==> src/rtl/sqrt_req_arbiter_if.sv <==
// Request, response and sqrt-core signal bundle for sqrt_req_arbiter.
// slave: the arbiter side. master: requesters, response consumer and the core.
interface sqrt_req_arbiter_if #(
    parameter int NREQ = 4
);
    logic [NREQ-1:0]   req_valid;
    logic [8*NREQ-1:0] req_operand;
    logic [NREQ-1:0]   req_ready;

    logic              rsp_valid;
    logic              rsp_ready;
    logic [1:0]        rsp_id;
    logic [3:0]        rsp_root;
    logic [4:0]        rsp_rem;
    logic              rsp_error;

    logic              core_start;
    logic [7:0]        core_operand;
    logic              core_done;
    logic [3:0]        core_root;
    logic [4:0]        core_rem;

    modport slave (
        input  req_valid, req_operand, rsp_ready, core_done, core_root, core_rem,
        output req_ready, rsp_valid, rsp_id, rsp_root, rsp_rem, rsp_error,
               core_start, core_operand
    );

    modport master (
        output req_valid, req_operand, rsp_ready, core_done, core_root, core_rem,
        input  req_ready, rsp_valid, rsp_id, rsp_root, rsp_rem, rsp_error,
               core_start, core_operand
    );
endinterface

==> src/rtl/sqrt_req_arbiter.sv <==
// Round-robin arbiter/sequencer sharing one iterative 8-bit sqrt core.
//
// state | meaning
// IDLE  | arbitrate requesters, accept one request
// ISSUE | single-cycle core_start pulse
// WAIT  | wait for core_done, timeout guard running
// RESP  | present response until consumer accepts
module sqrt_req_arbiter #(
    parameter int NREQ    = 4,
    parameter int TIMEOUT = 15
) (
    input  logic              clk,
    input  logic              rst_n,
    sqrt_req_arbiter_if.slave bus
);
    localparam int             ID_W      = $clog2(NREQ);
    localparam logic [7:0]     TIMEOUT_C = 8'(TIMEOUT);

    typedef enum logic [1:0] {IDLE, ISSUE, WAIT, RESP} state_t;

    state_t          state, state_nxt;
    logic [ID_W-1:0] last, id_q, grant_idx, cand;
    logic            grant_any;
    logic [NREQ-1:0] req_ready;
    logic [ID_W+2:0] op_base;
    logic [7:0]      op_q;
    logic [7:0]      timer;
    logic            core_start_q;
    logic            rsp_valid_q;
    logic            rsp_error_q;
    logic [ID_W-1:0] rsp_id_q;
    logic [3:0]      rsp_root_q;
    logic [4:0]      rsp_rem_q;

    // Round-robin search starting one past the last granted requester.
    always_comb begin
        grant_any = 1'b0;
        grant_idx = '0;
        cand      = '0;
        for (int k = 1; k <= NREQ; k++) begin
            cand = last + ID_W'(k);
            if (!grant_any && bus.req_valid[cand]) begin
                grant_any = 1'b1;
                grant_idx = cand;
            end
        end
    end

    assign op_base = {grant_idx, 3'b000};

    // Next-state and combinational grant output.
    always_comb begin
        state_nxt = state;
        req_ready = '0;
        case (state)
            IDLE: begin
                if (rst_n && grant_any) begin
                    req_ready[grant_idx] = 1'b1;
                    state_nxt            = ISSUE;
                end
            end
            ISSUE: state_nxt = WAIT;
            WAIT: begin
                if (bus.core_done || timer == TIMEOUT_C) begin
                    state_nxt = RESP;
                end
            end
            RESP: begin
                if (bus.rsp_ready) begin
                    state_nxt = IDLE;
                end
            end
            default: state_nxt = IDLE;
        endcase
    end

    // State register.
    always_ff @(posedge clk) begin
        if (!rst_n) begin
            state <= IDLE;
        end else begin
            state <= state_nxt;
        end
    end

    // Request latch, start pulse, timeout timer and response registers.
    always_ff @(posedge clk) begin
        if (!rst_n) begin
            last         <= ID_W'(NREQ - 1);
            id_q         <= '0;
            op_q         <= '0;
            timer        <= '0;
            core_start_q <= 1'b0;
            rsp_valid_q  <= 1'b0;
            rsp_error_q  <= 1'b0;
            rsp_id_q     <= '0;
            rsp_root_q   <= '0;
            rsp_rem_q    <= '0;
        end else begin
            case (state)
                IDLE: begin
                    if (grant_any) begin
                        op_q         <= bus.req_operand[op_base +: 8];
                        id_q         <= grant_idx;
                        last         <= grant_idx;
                        core_start_q <= 1'b1;
                    end
                end
                ISSUE: begin
                    core_start_q <= 1'b0;
                    timer        <= '0;
                end
                WAIT: begin
                    // done wins over a timeout landing in the same cycle
                    if (bus.core_done) begin
                        rsp_valid_q <= 1'b1;
                        rsp_error_q <= 1'b0;
                        rsp_id_q    <= id_q;
                        rsp_root_q  <= bus.core_root;
                        rsp_rem_q   <= bus.core_rem;
                    end else if (timer == TIMEOUT_C) begin
                        rsp_valid_q <= 1'b1;
                        rsp_error_q <= 1'b1;
                        rsp_id_q    <= id_q;
                        rsp_root_q  <= '0;
                        rsp_rem_q   <= '0;
                    end else begin
                        timer <= timer + 8'd1;
                    end
                end
                RESP: begin
                    if (bus.rsp_ready) begin
                        rsp_valid_q <= 1'b0;
                    end
                end
                default: ;
            endcase
        end
    end

    assign bus.req_ready    = req_ready;
    assign bus.core_start   = core_start_q;
    assign bus.core_operand = op_q;
    assign bus.rsp_valid    = rsp_valid_q;
    assign bus.rsp_error    = rsp_error_q;
    assign bus.rsp_id       = rsp_id_q;
    assign bus.rsp_root     = rsp_root_q;
    assign bus.rsp_rem      = rsp_rem_q;
endmodule
==> src/flat_wrapper.sv <==
// flat-port wrapper written by rule: the top's interface ports become plain ports
module sqrt_req_arbiter_flat 
#(
    parameter int NREQ    = 4,
    parameter int TIMEOUT = 15
)
  (clk, rst_n, bus_req_valid, bus_req_operand, bus_rsp_ready, bus_core_done, bus_core_root, bus_core_rem, bus_req_ready, bus_rsp_valid, bus_rsp_id, bus_rsp_root, bus_rsp_rem, bus_rsp_error, bus_core_start, bus_core_operand);
  sqrt_req_arbiter_if #(.NREQ(NREQ)) bus_i ();
  input  logic clk;
  input  logic rst_n;
  input wire logic [$bits(bus_i.req_valid)-1:0] bus_req_valid;
  input wire logic [$bits(bus_i.req_operand)-1:0] bus_req_operand;
  input wire logic [$bits(bus_i.rsp_ready)-1:0] bus_rsp_ready;
  input wire logic [$bits(bus_i.core_done)-1:0] bus_core_done;
  input wire logic [$bits(bus_i.core_root)-1:0] bus_core_root;
  input wire logic [$bits(bus_i.core_rem)-1:0] bus_core_rem;
  output wire logic [$bits(bus_i.req_ready)-1:0] bus_req_ready;
  output wire logic [$bits(bus_i.rsp_valid)-1:0] bus_rsp_valid;
  output wire logic [$bits(bus_i.rsp_id)-1:0] bus_rsp_id;
  output wire logic [$bits(bus_i.rsp_root)-1:0] bus_rsp_root;
  output wire logic [$bits(bus_i.rsp_rem)-1:0] bus_rsp_rem;
  output wire logic [$bits(bus_i.rsp_error)-1:0] bus_rsp_error;
  output wire logic [$bits(bus_i.core_start)-1:0] bus_core_start;
  output wire logic [$bits(bus_i.core_operand)-1:0] bus_core_operand;
  assign bus_i.req_valid = bus_req_valid;
  assign bus_i.req_operand = bus_req_operand;
  assign bus_i.rsp_ready = bus_rsp_ready;
  assign bus_i.core_done = bus_core_done;
  assign bus_i.core_root = bus_core_root;
  assign bus_i.core_rem = bus_core_rem;
  assign bus_req_ready = bus_i.req_ready;
  assign bus_rsp_valid = bus_i.rsp_valid;
  assign bus_rsp_id = bus_i.rsp_id;
  assign bus_rsp_root = bus_i.rsp_root;
  assign bus_rsp_rem = bus_i.rsp_rem;
  assign bus_rsp_error = bus_i.rsp_error;
  assign bus_core_start = bus_i.core_start;
  assign bus_core_operand = bus_i.core_operand;
  sqrt_req_arbiter #(.NREQ(NREQ), .TIMEOUT(TIMEOUT)) u_core (.clk(clk), .rst_n(rst_n), .bus(bus_i));
endmodule
==> config.mk <==
export PLATFORM = sky130hd
export DESIGN_NAME = sqrt_req_arbiter_flat
export DESIGN_NICKNAME = d
export VERILOG_FILES = /design/src/rtl/sqrt_req_arbiter_if.sv /design/src/rtl/sqrt_req_arbiter.sv /design/src/flat_wrapper.sv
export SDC_FILE = /design/constraint.sdc
export NUM_CORES = 1
export LEC_CHECK = 0
export BUFFER_PORTS_ARGS = -buffer_cell sky130_fd_sc_hd__buf_2
export CORE_UTILIZATION = 35
export DETAILED_ROUTE_END_ITERATION = 8
export GPL_TIMING_DRIVEN = 0
export PLACE_DENSITY = 0.68
export SYNTH_ARGS = -nofsm -noshare
export SYNTH_HDL_FRONTEND = slang
export SYNTH_SLANG_ARGS = --single-unit
==> constraint.sdc <==
create_clock -name clk -period 4.75 [get_ports clk]
set_clock_uncertainty 0.1 [all_clocks]
set_input_delay 0.2375 -clock clk [delete_from_list [all_inputs] [get_ports clk]]
set_output_delay 0.2375 -clock clk [all_outputs]
set_load 0.01 [all_outputs]
==> impl_metrics.ini <==
[layout]
drive_gt1_share_pct = 32.99
antennaDiodeCount = 0
final_cell_mix = buf_2 (76), dfxtp_1 (36), nor2_1 (25)
num-fill-cells = 515
final_common_cell = buf_2
final_nets = 347
final_area_sq_um = 2411
syn_to_final_growth_pct = 29.59

[critical_path]
timing.rr.end = u_core.bus.rsp_root[2]
cpMaxStageDelayCell = dfxtp_1
cp.depth = 7
end_kind = primary output
worstRegToRegCells = 7
cp_data_arrival_time_ns = 2.13
reg2reg_slack_ns = 2.56
path_class = reg -> out
max_stage_delay_ns = 0.52
r2r_start = u_core.state[0]
path_cells = mux2_4 -> a22oi_4 -> and2_4 -> buf_12 -> buf_12 -> nor3_1 -> buf_2
critPathTopFamily = flip-flops
path_buf_inv = 3
required_ns = 4.41
cp-startpoint = u_core.last[1]
crit_fanout = 10
endpoint = bus_req_ready[1]
worstSetupStartpointType = flip-flop
path_common_cell = buf_12

[job]
cap_violations = 0

[worst_hold_path]
hold_path_depth = 3
hp-class = in -> reg

[global_route]
overflow = 0
grt_pass1_vias = 1750
track_usage_pct = 18.74
grt_max_degree = 12
grt_pass1_wl_um = 7872
antenna_found_initial = 0

[detailed_routing]
wl_um = 4771
drc_errors = 0
wl_per_cell_um = 13.11
first_pass_iters = 4
vias = 1840
drt_first_iter_violations = 82
vias_per_cell = 5.055
ant_nets = 0

[yosys]
seq_area_frac_synth_pct = 38.74
synth_seq_cells = 36
syn_inst = 212
syn_nets = 266
syn-cell-area_sq_um = 1861
syn_avg_cell_area_sq_um = 8.776
ys_warn_count = 0
synth.distinct_cells = 38

[timing]
tns_ns = 0
finalHoldViolCount = 0
drv_slew = 0
worst_pin_slew_ns = 0.6536
period_share_pct = 51.96
finalSetupViolCount = 0
relSlewSlack_pct = 56.27
rsz0062_at_grt = no
max_freq_mhz = 405.2
min_period_ns = 2.468

[clocking]
cts_inserted_buffers = 5
postCtsHoldBufs = 0
htreeDepth = 2
clockRootBuffer = clkbuf_8
clock-sinks = 36
clk_path_buf_depth = 2
cts_resized = 0
clock_latency_ns = 0.29
cts_tree = done
cts_setup_buffers = 0
clk_pin_slew_ns = 0.08

[power_and_ir_drop]
p_sw_uw = 428.2
clkPwrFrac_pct = 20.7
power_frac_seq_pct = 37.4
powerDensity_nw_per_um2 = 458.5
leakage_uw = 0.001095
intPower_uw = 677.3
switching_share_pct = 38.73
peakVddDrop_uv = 223.6
p_comb_share_pct = 41.9

[floorplanning]
num_rows = 26
ios = 75
die_y_um = 74.91
start_util_pct = 36.43
design.core.area_sq_um = 5107
die_width_um = 74.91
dieArea_sq_um = 5612

[place]
io_buffer_count = 74
place_area_sq_um = 2318
hpwl_um = 3532
gp_congestion = 0.8502

[run_status]
outcome = finished, final reports clean
[state kept, by name, indices dropped and copies added (netlist names)]
register                 count
u_core.bus.rsp_id            2
u_core.bus.rsp_rem           5
u_core.timer                 8
u_core.bus.core_start        1
u_core.bus.rsp_root          4
u_core.bus.rsp_error         1
u_core.bus.core_operand      8
u_core.id_q                  2
u_core.state                 2
u_core.last                  2
u_core.bus.rsp_valid         1
[per-stage QoR]
stage	std cells	total power, uW	worst slack [ns]	hold WS (ns)	utilization [%]
after global routing	364	1184	2.173	0.07395	47.21
after global placement	356	873.3	2.617	0.3428	45.39
after detailed placement	356	881.6	2.585	0.3524	45.39
final	364	1106	2.282	0.08025	47.21
after CTS	364	1113	2.281	0.07518	47.21
after floorplan	212	733.6	2.936	0.2811	-
[layer usage]
layer	part of all wire (%)	GRT usage, %	wire length (um)
met3	3.7	4.150	176
met2	46	29.33	2174
met1	48	24.34	2312
met5	0	0	0
met4	2.3	9.434	108
[cells in the mapped netlist]
cell      count  area (sq um)
and2_4        1         8.760
o21ai_4       1         16.27
nor3_1        6         30.03
nand2b_1      2         12.51
nand2_2       1         6.260
nor4_1        2         12.51
dfxtp_1      36         720.7
o21ai_0      17         85.08
nor2_1       25         93.84
clkbuf_1      5         18.77
a221oi_1      1         8.760
mux2_4        1         15.01
a21oi_1       8         40.04
o21bai_2      1         11.26
a22oi_1      10         75.07
a21bo_2       1         10.01
ha_1          5         62.56
nand3_1       6         30.03
o21a_1        1         7.510
a211o_2       1         10.01
o211ai_1      1         7.510
a311oi_2      1         15.01
a22oi_4       1         21.27
inv_1         9         33.78
xnor2_1       2         17.52
and3_1        2         12.51
buf_12        2         40.04
nor2b_1       2         12.51
a311oi_1      2         17.52
nand2_1      16         60.06
or4_4         1         11.26
buf_2         2         10.01
a211oi_1     18         135.1
or3_1         1         6.260
a21o_1        1         7.510
o211ai_2      1         12.51
mux2i_1       9         90.09
a21boi_0     10         75.07
[worst min-delay path, stage by stage]
cell	delay, ns
buf_2	0.07
a22oi_1	0.05
nor2_1	0.08
[worst min-delay path by stage]
stage                               from                    endpoint  slack [ns]
CTS                     bus_core_root[0]      u_core.bus.rsp_root[0]        0.08
global placement    u_core.bus.rsp_id[0]        u_core.bus.rsp_id[0]        0.34
finish                   bus_core_rem[3]       u_core.bus.rsp_rem[3]        0.08
floorplan                          rst_n  u_core.bus.core_operand[0]        0.28
global route             bus_core_rem[2]       u_core.bus.rsp_rem[2]        0.07
detailed placement  u_core.bus.rsp_id[0]        u_core.bus.rsp_id[0]        0.35
[power groups by stage]
| stage | logic (uW) | registers, uW | clock network (uW) |
|---|---|---|---|
| global route | 513 | 423 | 248 |
| CTS | 466 | 413 | 234 |
| finish | 463 | 414 | 229 |
| floorplan | 300 | 433 | 0 |
| detailed placement | 462 | 420 | 0 |
| global placement | 455 | 418 | 0 |
[layout make-up]
| class | count | area (sq um) | share of cell area, % |
|---|---|---|---|
| Clock buffer | 6 | 82.58 | 3.425 |
| Buffer | 9 | 68.82 | 2.854 |
| Clock inverter | 2 | 10.01 | 0.4152 |
| Sequential cell | 36 | 720.7 | 29.89 |
| Multi-Input combinational cell | 158 | 1037 | 43.02 |
| Timing Repair Buffer | 74 | 370.4 | 15.36 |
| Tap cell | 70 | 87.58 | 3.633 |
| Inverter | 9 | 33.78 | 1.401 |
[logic make-up after synthesis]
logic type | share of synthesized area, %
mux | 5.649
xor+xnor | 0.9417
fa+ha+maj | 3.362
compound gates | 29.86
flops | 38.74
buf+inv | 5.515
simple gates | 15.94
(Power assumes the default switching activity.)
